--- config.mk ---
export PLATFORM = sky130hd
export DESIGN_NAME = nubus_mem_arbiter_flat
export DESIGN_NICKNAME = d
export VERILOG_FILES = /design/src/rtl/nubus_mem_arbiter_if.sv /design/src/rtl/nubus_mem_arbiter.sv /design/src/flat_wrapper.sv
export SDC_FILE = /design/constraint.sdc
export NUM_CORES = 1
export LEC_CHECK = 0
export BUFFER_PORTS_ARGS = -buffer_cell sky130_fd_sc_hd__buf_4
export CORE_MARGIN = 4
export CORE_UTILIZATION = 43
export CTS_CLUSTER_SIZE = 10
export DETAILED_ROUTE_END_ITERATION = 8
export HOLD_SLACK_MARGIN = 0.06
export PLACE_DENSITY = 0.75
export RECOVER_POWER = 50
export REMOVE_ABC_BUFFERS = 1
export SKIP_LAST_GASP = 1
export SLEW_MARGIN = 20
export SYNTH_ARGS = -nofsm -noshare
export SYNTH_HDL_FRONTEND = slang
export SYNTH_SLANG_ARGS = --single-unit
--- constraint.sdc ---
create_clock -name nub_clkn -period 4.5 [get_ports nub_clkn]
set_clock_uncertainty 0.05 [all_clocks]
set_input_delay 0.225 -clock nub_clkn [delete_from_list [all_inputs] [get_ports nub_clkn]]
set_output_delay 0.225 -clock nub_clkn [all_outputs]
set_load 0.03 [all_outputs]
--- src/rtl/nubus_mem_arbiter_if.sv ---
// Bus bundle between the two requesters, the arbiter and the shared memory port.
// The slave modport is the arbiter's view; master is the surrounding logic's view.
interface nubus_mem_arbiter_if;
   logic        a_valid;
   logic [3:0]  a_write;
   logic [31:0] a_addr;
   logic [31:0] a_wdata;
   logic [31:0] a_rdata;
   logic        a_ready;
   logic        a_error;

   logic        b_valid;
   logic [3:0]  b_write;
   logic [31:0] b_addr;
   logic [31:0] b_wdata;
   logic [31:0] b_rdata;
   logic        b_ready;
   logic        b_error;
   logic        b_lock;

   logic        mem_valid;
   logic [3:0]  mem_write;
   logic [31:0] mem_addr;
   logic [31:0] mem_wdata;
   logic [31:0] mem_rdata;
   logic        mem_ready;

   logic        arb_owner;
   logic        arb_busy;

   modport slave (
      input  a_valid, a_write, a_addr, a_wdata,
      output a_rdata, a_ready, a_error,
      input  b_valid, b_write, b_addr, b_wdata, b_lock,
      output b_rdata, b_ready, b_error,
      output mem_valid, mem_write, mem_addr, mem_wdata,
      input  mem_rdata, mem_ready,
      output arb_owner, arb_busy
   );

   modport master (
      output a_valid, a_write, a_addr, a_wdata,
      input  a_rdata, a_ready, a_error,
      output b_valid, b_write, b_addr, b_wdata, b_lock,
      input  b_rdata, b_ready, b_error,
      input  mem_valid, mem_write, mem_addr, mem_wdata,
      output mem_rdata, mem_ready,
      input  arb_owner, arb_busy
   );
endinterface

--- src/rtl/nubus_mem_arbiter.sv ---
// Round-robin arbiter sharing one memory port between NuBus slave (A) and a local agent (B).
// Optional port-B locked sequences are enabled with the macro NUBUS_ARB_LOCK_EN.
module nubus_mem_arbiter #(
   parameter int unsigned TIMEOUT_CLOCKS = 255,
   parameter logic [31:0] TIMEOUT_RDATA  = 32'hFFFF_FFFF
) (
   input logic                 nub_clkn,
   input logic                 nub_resetn,
   nubus_mem_arbiter_if.slave  bus
);
   localparam int unsigned      WD_W    = $clog2(TIMEOUT_CLOCKS + 1) + 1;
   localparam bit               WD_EN   = (TIMEOUT_CLOCKS != 0);
   localparam logic [WD_W-1:0]  WD_LAST = WD_EN ? WD_W'(TIMEOUT_CLOCKS - 1) : '0;

   typedef enum logic [1:0] {
      ST_IDLE    = 2'd0,
      ST_BUSY    = 2'd1,
      ST_RECOVER = 2'd2
   } state_e;

   state_e            state_q, state_d;
   logic              last_owner_q, last_owner_d;
   logic              owner_q, owner_d;
   logic              busy_q, busy_d;
   logic [WD_W-1:0]   wd_q, wd_d;
   logic              mem_valid_q, mem_valid_d;
   logic [3:0]        mem_write_q, mem_write_d;
   logic [31:0]       mem_addr_q, mem_addr_d;
   logic [31:0]       mem_wdata_q, mem_wdata_d;
   logic [31:0]       a_rdata_q, a_rdata_d;
   logic              a_ready_q, a_ready_d;
   logic              a_error_q, a_error_d;
   logic [31:0]       b_rdata_q, b_rdata_d;
   logic              b_ready_q, b_ready_d;
   logic              b_error_q, b_error_d;
`ifdef NUBUS_ARB_LOCK_EN
   logic              lock_q, lock_d;
`endif

   logic              grant_any_s;
   logic              grant_b_s;
   logic              timeout_hit_s;
   logic              fin_err_s;
   logic [31:0]       fin_rdata_s;

   assign timeout_hit_s = WD_EN && (wd_q == WD_LAST);

   // Grant selection: a lone requester wins, a tie goes to whoever was not served last.
   always_comb begin
      grant_any_s = 1'b0;
      grant_b_s   = 1'b0;
`ifdef NUBUS_ARB_LOCK_EN
      if (lock_q) begin
         grant_any_s = bus.b_valid;
         grant_b_s   = 1'b1;
      end else
`endif
      begin
         if (bus.a_valid && bus.b_valid) begin
            grant_any_s = 1'b1;
            grant_b_s   = ~last_owner_q;
         end else if (bus.a_valid) begin
            grant_any_s = 1'b1;
            grant_b_s   = 1'b0;
         end else if (bus.b_valid) begin
            grant_any_s = 1'b1;
            grant_b_s   = 1'b1;
         end else begin
            grant_any_s = 1'b0;
            grant_b_s   = 1'b0;
         end
      end
   end

   // Next-state and registered-output computation for the IDLE/BUSY/RECOVER sequence.
   always_comb begin
      state_d      = state_q;
      last_owner_d = last_owner_q;
      owner_d      = owner_q;
      wd_d         = wd_q;
      mem_valid_d  = mem_valid_q;
      mem_write_d  = mem_write_q;
      mem_addr_d   = mem_addr_q;
      mem_wdata_d  = mem_wdata_q;
      a_rdata_d    = a_rdata_q;
      a_ready_d    = 1'b0;
      a_error_d    = 1'b0;
      b_rdata_d    = b_rdata_q;
      b_ready_d    = 1'b0;
      b_error_d    = 1'b0;
`ifdef NUBUS_ARB_LOCK_EN
      lock_d       = lock_q;
`endif
      fin_err_s    = 1'b0;
      fin_rdata_s  = bus.mem_rdata;

      case (state_q)
         ST_IDLE: begin
            if (grant_any_s) begin
               owner_d     = grant_b_s;
               mem_valid_d = 1'b1;
               mem_write_d = grant_b_s ? bus.b_write : bus.a_write;
               mem_addr_d  = grant_b_s ? bus.b_addr  : bus.a_addr;
               mem_wdata_d = grant_b_s ? bus.b_wdata : bus.a_wdata;
               wd_d        = '0;
               state_d     = ST_BUSY;
            end else begin
               state_d     = ST_IDLE;
            end
         end
         ST_BUSY: begin
            // mem_ready on the timeout edge still counts as a normal completion.
            if (bus.mem_ready || timeout_hit_s) begin
               fin_err_s   = ~bus.mem_ready;
               fin_rdata_s = bus.mem_ready ? bus.mem_rdata : TIMEOUT_RDATA;
               if (owner_q) begin
                  b_rdata_d = fin_rdata_s;
                  b_ready_d = 1'b1;
                  b_error_d = fin_err_s;
`ifdef NUBUS_ARB_LOCK_EN
                  lock_d    = bus.b_lock & ~fin_err_s;
`endif
               end else begin
                  a_rdata_d = fin_rdata_s;
                  a_ready_d = 1'b1;
                  a_error_d = fin_err_s;
               end
               mem_valid_d  = 1'b0;
               last_owner_d = owner_q;
               wd_d         = '0;
               state_d      = ST_RECOVER;
            end else begin
               wd_d         = WD_EN ? (wd_q + WD_W'(1)) : wd_q;
            end
         end
         ST_RECOVER: begin
            state_d = ST_IDLE;
         end
         default: begin
            state_d     = ST_IDLE;
            mem_valid_d = 1'b0;
         end
      endcase

      busy_d = (state_d == ST_BUSY);
   end

   // State and output registers; the memory shares the falling edge of nub_clkn.
   always_ff @(negedge nub_clkn or negedge nub_resetn) begin
      if (!nub_resetn) begin
         state_q      <= ST_IDLE;
         last_owner_q <= 1'b1;
         owner_q      <= 1'b0;
         busy_q       <= 1'b0;
         wd_q         <= '0;
         mem_valid_q  <= 1'b0;
         mem_write_q  <= 4'h0;
         mem_addr_q   <= 32'h0;
         mem_wdata_q  <= 32'h0;
         a_rdata_q    <= 32'h0;
         a_ready_q    <= 1'b0;
         a_error_q    <= 1'b0;
         b_rdata_q    <= 32'h0;
         b_ready_q    <= 1'b0;
         b_error_q    <= 1'b0;
`ifdef NUBUS_ARB_LOCK_EN
         lock_q       <= 1'b0;
`endif
      end else begin
         state_q      <= state_d;
         last_owner_q <= last_owner_d;
         owner_q      <= owner_d;
         busy_q       <= busy_d;
         wd_q         <= wd_d;
         mem_valid_q  <= mem_valid_d;
         mem_write_q  <= mem_write_d;
         mem_addr_q   <= mem_addr_d;
         mem_wdata_q  <= mem_wdata_d;
         a_rdata_q    <= a_rdata_d;
         a_ready_q    <= a_ready_d;
         a_error_q    <= a_error_d;
         b_rdata_q    <= b_rdata_d;
         b_ready_q    <= b_ready_d;
         b_error_q    <= b_error_d;
`ifdef NUBUS_ARB_LOCK_EN
         lock_q       <= lock_d;
`endif
      end
   end

   assign bus.mem_valid = mem_valid_q;
   assign bus.mem_write = mem_write_q;
   assign bus.mem_addr  = mem_addr_q;
   assign bus.mem_wdata = mem_wdata_q;
   assign bus.a_rdata   = a_rdata_q;
   assign bus.a_ready   = a_ready_q;
   assign bus.a_error   = a_error_q;
   assign bus.b_rdata   = b_rdata_q;
   assign bus.b_ready   = b_ready_q;
   assign bus.b_error   = b_error_q;
   assign bus.arb_owner = owner_q;
   assign bus.arb_busy  = busy_q;
endmodule

--- src/flat_wrapper.sv ---
// flat-port wrapper written by rule: the top's interface ports become plain ports
module nubus_mem_arbiter_flat 
#(
   parameter int unsigned TIMEOUT_CLOCKS = 255,
   parameter logic [31:0] TIMEOUT_RDATA  = 32'hFFFF_FFFF
)
  (nub_clkn, nub_resetn, bus_a_valid, bus_a_write, bus_a_addr, bus_a_wdata, bus_a_rdata, bus_a_ready, bus_a_error, bus_b_valid, bus_b_write, bus_b_addr, bus_b_wdata, bus_b_lock, bus_b_rdata, bus_b_ready, bus_b_error, bus_mem_valid, bus_mem_write, bus_mem_addr, bus_mem_wdata, bus_mem_rdata, bus_mem_ready, bus_arb_owner, bus_arb_busy);
  nubus_mem_arbiter_if bus_i ();
  input logic nub_clkn;
  input logic nub_resetn;
  input wire logic [$bits(bus_i.a_valid)-1:0] bus_a_valid;
  input wire logic [$bits(bus_i.a_write)-1:0] bus_a_write;
  input wire logic [$bits(bus_i.a_addr)-1:0] bus_a_addr;
  input wire logic [$bits(bus_i.a_wdata)-1:0] bus_a_wdata;
  output wire logic [$bits(bus_i.a_rdata)-1:0] bus_a_rdata;
  output wire logic [$bits(bus_i.a_ready)-1:0] bus_a_ready;
  output wire logic [$bits(bus_i.a_error)-1:0] bus_a_error;
  input wire logic [$bits(bus_i.b_valid)-1:0] bus_b_valid;
  input wire logic [$bits(bus_i.b_write)-1:0] bus_b_write;
  input wire logic [$bits(bus_i.b_addr)-1:0] bus_b_addr;
  input wire logic [$bits(bus_i.b_wdata)-1:0] bus_b_wdata;
  input wire logic [$bits(bus_i.b_lock)-1:0] bus_b_lock;
  output wire logic [$bits(bus_i.b_rdata)-1:0] bus_b_rdata;
  output wire logic [$bits(bus_i.b_ready)-1:0] bus_b_ready;
  output wire logic [$bits(bus_i.b_error)-1:0] bus_b_error;
  output wire logic [$bits(bus_i.mem_valid)-1:0] bus_mem_valid;
  output wire logic [$bits(bus_i.mem_write)-1:0] bus_mem_write;
  output wire logic [$bits(bus_i.mem_addr)-1:0] bus_mem_addr;
  output wire logic [$bits(bus_i.mem_wdata)-1:0] bus_mem_wdata;
  input wire logic [$bits(bus_i.mem_rdata)-1:0] bus_mem_rdata;
  input wire logic [$bits(bus_i.mem_ready)-1:0] bus_mem_ready;
  output wire logic [$bits(bus_i.arb_owner)-1:0] bus_arb_owner;
  output wire logic [$bits(bus_i.arb_busy)-1:0] bus_arb_busy;
  assign bus_i.a_valid = bus_a_valid;
  assign bus_i.a_write = bus_a_write;
  assign bus_i.a_addr = bus_a_addr;
  assign bus_i.a_wdata = bus_a_wdata;
  assign bus_a_rdata = bus_i.a_rdata;
  assign bus_a_ready = bus_i.a_ready;
  assign bus_a_error = bus_i.a_error;
  assign bus_i.b_valid = bus_b_valid;
  assign bus_i.b_write = bus_b_write;
  assign bus_i.b_addr = bus_b_addr;
  assign bus_i.b_wdata = bus_b_wdata;
  assign bus_i.b_lock = bus_b_lock;
  assign bus_b_rdata = bus_i.b_rdata;
  assign bus_b_ready = bus_i.b_ready;
  assign bus_b_error = bus_i.b_error;
  assign bus_mem_valid = bus_i.mem_valid;
  assign bus_mem_write = bus_i.mem_write;
  assign bus_mem_addr = bus_i.mem_addr;
  assign bus_mem_wdata = bus_i.mem_wdata;
  assign bus_i.mem_rdata = bus_mem_rdata;
  assign bus_i.mem_ready = bus_mem_ready;
  assign bus_arb_owner = bus_i.arb_owner;
  assign bus_arb_busy = bus_i.arb_busy;
  nubus_mem_arbiter #(.TIMEOUT_CLOCKS(TIMEOUT_CLOCKS), .TIMEOUT_RDATA(TIMEOUT_RDATA)) u_core (.nub_clkn(nub_clkn), .nub_resetn(nub_resetn), .bus(bus_i));
endmodule
* Yosys cells after proc, flatten, opt, wreduce, memory -nomap -nowiden
Index checks and enable logic that the tools add are counted.
Word-level totals: input port bits 174, word-level logic and storage cells 66, latch bits 0, bits in registers 151, bits in read-only memories 0, memories 0, output and inout port bits 139, bits in writable memories 0
Cells by class: shifts and indexed selects 0, multiplexer cells 30, $lt $le $gt $ge 0, add/subtract/negate cells 1, $mul 0, bitwise logic cells 4, eq/ne operators 6, div/mod/pow operators 0, reductions and logical operators 10
Operators with widths (count):
- 32-bit two-way mux | 3
- 1-bit two-way mux | 20
- 9-bit two-way mux | 2
- 9-bit one-hot mux with 2 select lines | 1
- 9-bit by 1-bit adder with 9-bit output (second input constant) | 1
- 9-bit by 8-bit equality test with 1-bit output (second input constant) | 1
- 3-bit AND reduction | 3
- 2-bit AND reduction | 3
- 2-bit by 1-bit equality test with 1-bit output (second input constant) | 2
- 4-bit two-way mux | 1
- 2-bit by 1-bit != test with 1-bit output (second input constant) | 2
- 1-bit NOT | 4
- 2-bit one-hot mux with 2 select lines | 1
- 1-bit one-hot mux with 3 select lines | 1
- 2-bit equality test (second input constant) | 1
- 2-bit zero test | 1
- 2-bit two-way mux | 1
- 2-bit nonzero test | 1
- 1-bit logical AND | 1
- 1-bit logical OR | 1

* Longest topological paths before layout
depth in word-level cells 6, gate-level depth with buffers 7, gate-level depth less buffers 6

==> out/summary.txt <==
number of standard cells after synthesis: 561
number of warnings reported in the yosys synthesis log: 0
root cell of the clock tree: sky130_fd_sc_hd__clkbuf_16
Critical Path Source Type: primary input
CORE AREA: 15,100 um2
Final HPWL DP: 13,900 um
CTS max path bufs: 2
outcome: completed
number of nets still failing antenna checks after routing: 0
top-area cell type share of the netlist area: 56.9%
max-capacitance violation count: 0
leak pwr: 4.63 nW
RSZ-0062 raised after global routing: no
list of most frequent post-synthesis cells: sky130_fd_sc_hd__dfrtn_1, sky130_fd_sc_hd__nand2_1, sky130_fd_sc_hd__o21ai_0, sky130_fd_sc_hd__mux2i_1, sky130_fd_sc_hd__nor2_1
worst-case vdd ir drop: 0.343 mV
kind of end point of the critical path: flop
number of H-tree levels: 4
horizontal extent of the die: 132 um
worst max-slew margin expressed relative to the limit: 22.0%
required time of the critical path: 2.39 ns
clk sinks: 151
die area: 17,400 um2
EDFF count, synth: 0
Tot GR Track Use: 21.1%
cell type contributing the most total cell area after synthesis: sky130_fd_sc_hd__dfrtn_1
sequential-to-total area share from yosys stat: 57.3%
Core Rows: 45
final core utilization: 63.0%
distinct cell type count after synthesis: 41
Post-synth ARST share: 100%
clock tree from TritonCTS: built
count of buffers from port buffering: 311
placement-stage cell area: 9090 um2
biggest fanout along the worst timing path: 33
via count of the first global-routing pass: 5,541
Worst Hold Margin: 0.375 ns
final hold violations: 0
class of the worst hold path: reg2reg
initial antenna violation count: 1
total congestion overflow after global routing: 0
cell area after synthesis: 6600 um2
Post-CTS Hold Buffers: 0
# setup viols final: 0
Setup WS pre-CTS: 0.582 ns
post-detailed-route via-to-cell ratio: 5.16
number of placed instances, taps included: 1,023
clock insertion delay at the later pin of the skew report: 0.44 ns
Pre-antenna DRT Iters: 4
Nets: 1,030
Post-Synthesis Mean Instance Area: 11.8 um2
design area: 9510 um2
Post-CTS Setup Bufs: 0
worst-margin pin slew: 1.17 ns
sum of negative setup slack: 0 ns
power consumption: 7.52 mW
register bit total from synthesis: 151
CTS buffer count: 17
routability congestion estimate from global placement: 0.821
power density cells: 790 nW/um2
boundary pin count: 313
Worst Path Arrival: 1.69 ns
detailed-route wire length per cell: 17.4 um
die height: 132 um
starting DRC count in detailed routing: 271
total via count after detailed routing: 5,444
most used standard cell by instance count after synthesis: sky130_fd_sc_hd__dfrtn_1
initial cell density of the core: 43.7%
max-slew violation count: 0
most frequently used flop master after synthesis: sky130_fd_sc_hd__dfrtn_1
number of resized instances in the post-cts repair step: 0
wire length of the first global-routing pass: 29,400 um
area added between synthesis and finish: 44.2%
share of final-layout standard cells stronger than drive strength 1: 42.4%
total wire length: 18,400 um
post-route non-filler standard cell count: 1,056
cells taking the most area after synthesis: sky130_fd_sc_hd__dfrtn_1, sky130_fd_sc_hd__mux2i_1, sky130_fd_sc_hd__a2bb2oi_2
startpoint-to-endpoint class of the critical path: in2reg
clock slew at reported path FFs: 0.04 ns
maximum number of pins on one net before global-route repair: 125
final routed DRC violation total: 0
worst setup slack after layout: 0.699 ns
==> cells in the final DEF, fill, tap and decap left out, types with 3 or more instances in the layout <==
cell and count:
sky130_fd_sc_hd__buf_4 312, sky130_fd_sc_hd__dfrtn_1 150, sky130_fd_sc_hd__nand2_1 75, sky130_fd_sc_hd__o21ai_0 73, sky130_fd_sc_hd__mux2i_1 69, sky130_fd_sc_hd__nor2_1 33
sky130_fd_sc_hd__o32a_1 32, sky130_fd_sc_hd__a2bb2oi_1 22, sky130_fd_sc_hd__clkbuf_16 17, sky130_fd_sc_hd__a2bb2oi_2 10, sky130_fd_sc_hd__inv_1 7, sky130_fd_sc_hd__a21oi_1 5
sky130_fd_sc_hd__a21o_1 4, sky130_fd_sc_hd__clkinv_2 4, sky130_fd_sc_hd__clkinv_4 4, sky130_fd_sc_hd__nor3_1 3, sky130_fd_sc_hd__nand4_1 3, sky130_fd_sc_hd__or3_1 3
sky130_fd_sc_hd__clkinvlp_4 3, sky130_fd_sc_hd__clkbuf_1 3
==> where the power goes <==
part	total [mW]	internal, mW	leakage, nW	switching [mW]
Clock	1.38	0.819	0.285	0.562
Sequential	2.43	2.04	1.79	0.393
Combinational	3.70	1.40	2.55	2.31
Total	7.52	4.26	4.63	3.26
==> logic make-up (layout without fill, tap and decap cells) <==
| kind of cell | Yosys count | after routing | synth area share [%] |
|---|---|---|---|
| other | 0 | 1 | 0 |
| adder cells (fa/ha/maj) | 2 | 2 | 0.379 |
| buffers and inverters | 53 | 359 | 3.79 |
| AND/OR/NAND/NOR | 131 | 131 | 8.72 |
| AO/OA/AOI/OAI | 154 | 154 | 19.2 |
| flip-flops | 151 | 151 | 57.3 |
| multiplexers | 70 | 70 | 10.6 |
==> path summary, 6_finish.rpt <==
path / from / endpoint / slack (ns) / depth (start not counted)
max reg2reg: u_core.wd_q[0] / u_core.bus.b_rdata[1] / 1.98 / 7
min reg2reg: u_core.bus.mem_addr[15] / u_core.bus.mem_addr[15] / 0.37 / 2
max: bus_mem_ready / u_core.bus.b_rdata[1] / 0.70 / 5
min: u_core.bus.mem_addr[15] / u_core.bus.mem_addr[15] / 0.37 / 2
max in group asynchronous: nub_resetn / u_core.bus.mem_wdata[1] / 0.92 / 2
min in group asynchronous: nub_resetn / u_core.bus.b_rdata[14] / 1.86 / 1
==> layout make-up <==
class                           instances  area [um2]
Tap cell                              188         235
Antenna cell                            1        2.50
Clock inverter                         16         159
Multi-Input combinational cell        357        2470
Clock buffer                           17         425
Inverter                                6        22.5
Sequential cell                       151        3780
Fill cell                            1210        5580
Timing Repair Buffer                  320        2410
==> routing by layer <==
metal / up-vias / global-route usage [%] / wire [um]
li1: 2606 / - / -
met1: 2560 / 26.8 / 7480
met2: 246 / 34.4 / 8980
met3: 32 / 6.18 / 1430
met4: 0 / 8.11 / 506
met5: - / 0 / 0
==> state kept, by name (all words and copies together) (netlist names) <==
signal,count
u_core.bus.mem_wdata,32
u_core.bus.a_ready,1
u_core.last_owner_q,1
u_core.bus.b_ready,1
u_core.wd_q,9
u_core.bus.mem_write,4
u_core.bus.mem_valid,1
u_core.bus.b_rdata,32
u_core.bus.arb_owner,1
u_core.state_q,2
u_core.bus.mem_addr,32
u_core.bus.a_rdata,32
u_core.bus.a_error,1
u_core.bus.arb_busy,1
u_core.bus.b_error,1
==> critical path, cell delays in order <==
cell	delay (ns)
sky130_fd_sc_hd__clkbuf_1	0.14
sky130_fd_sc_hd__a21oi_1	0.40
sky130_fd_sc_hd__nor3b_4	0.09
sky130_fd_sc_hd__clkbuf_2	0.51
sky130_fd_sc_hd__a2bb2oi_1	0.30
Note: power is estimated with default switching activity, not from simulation.
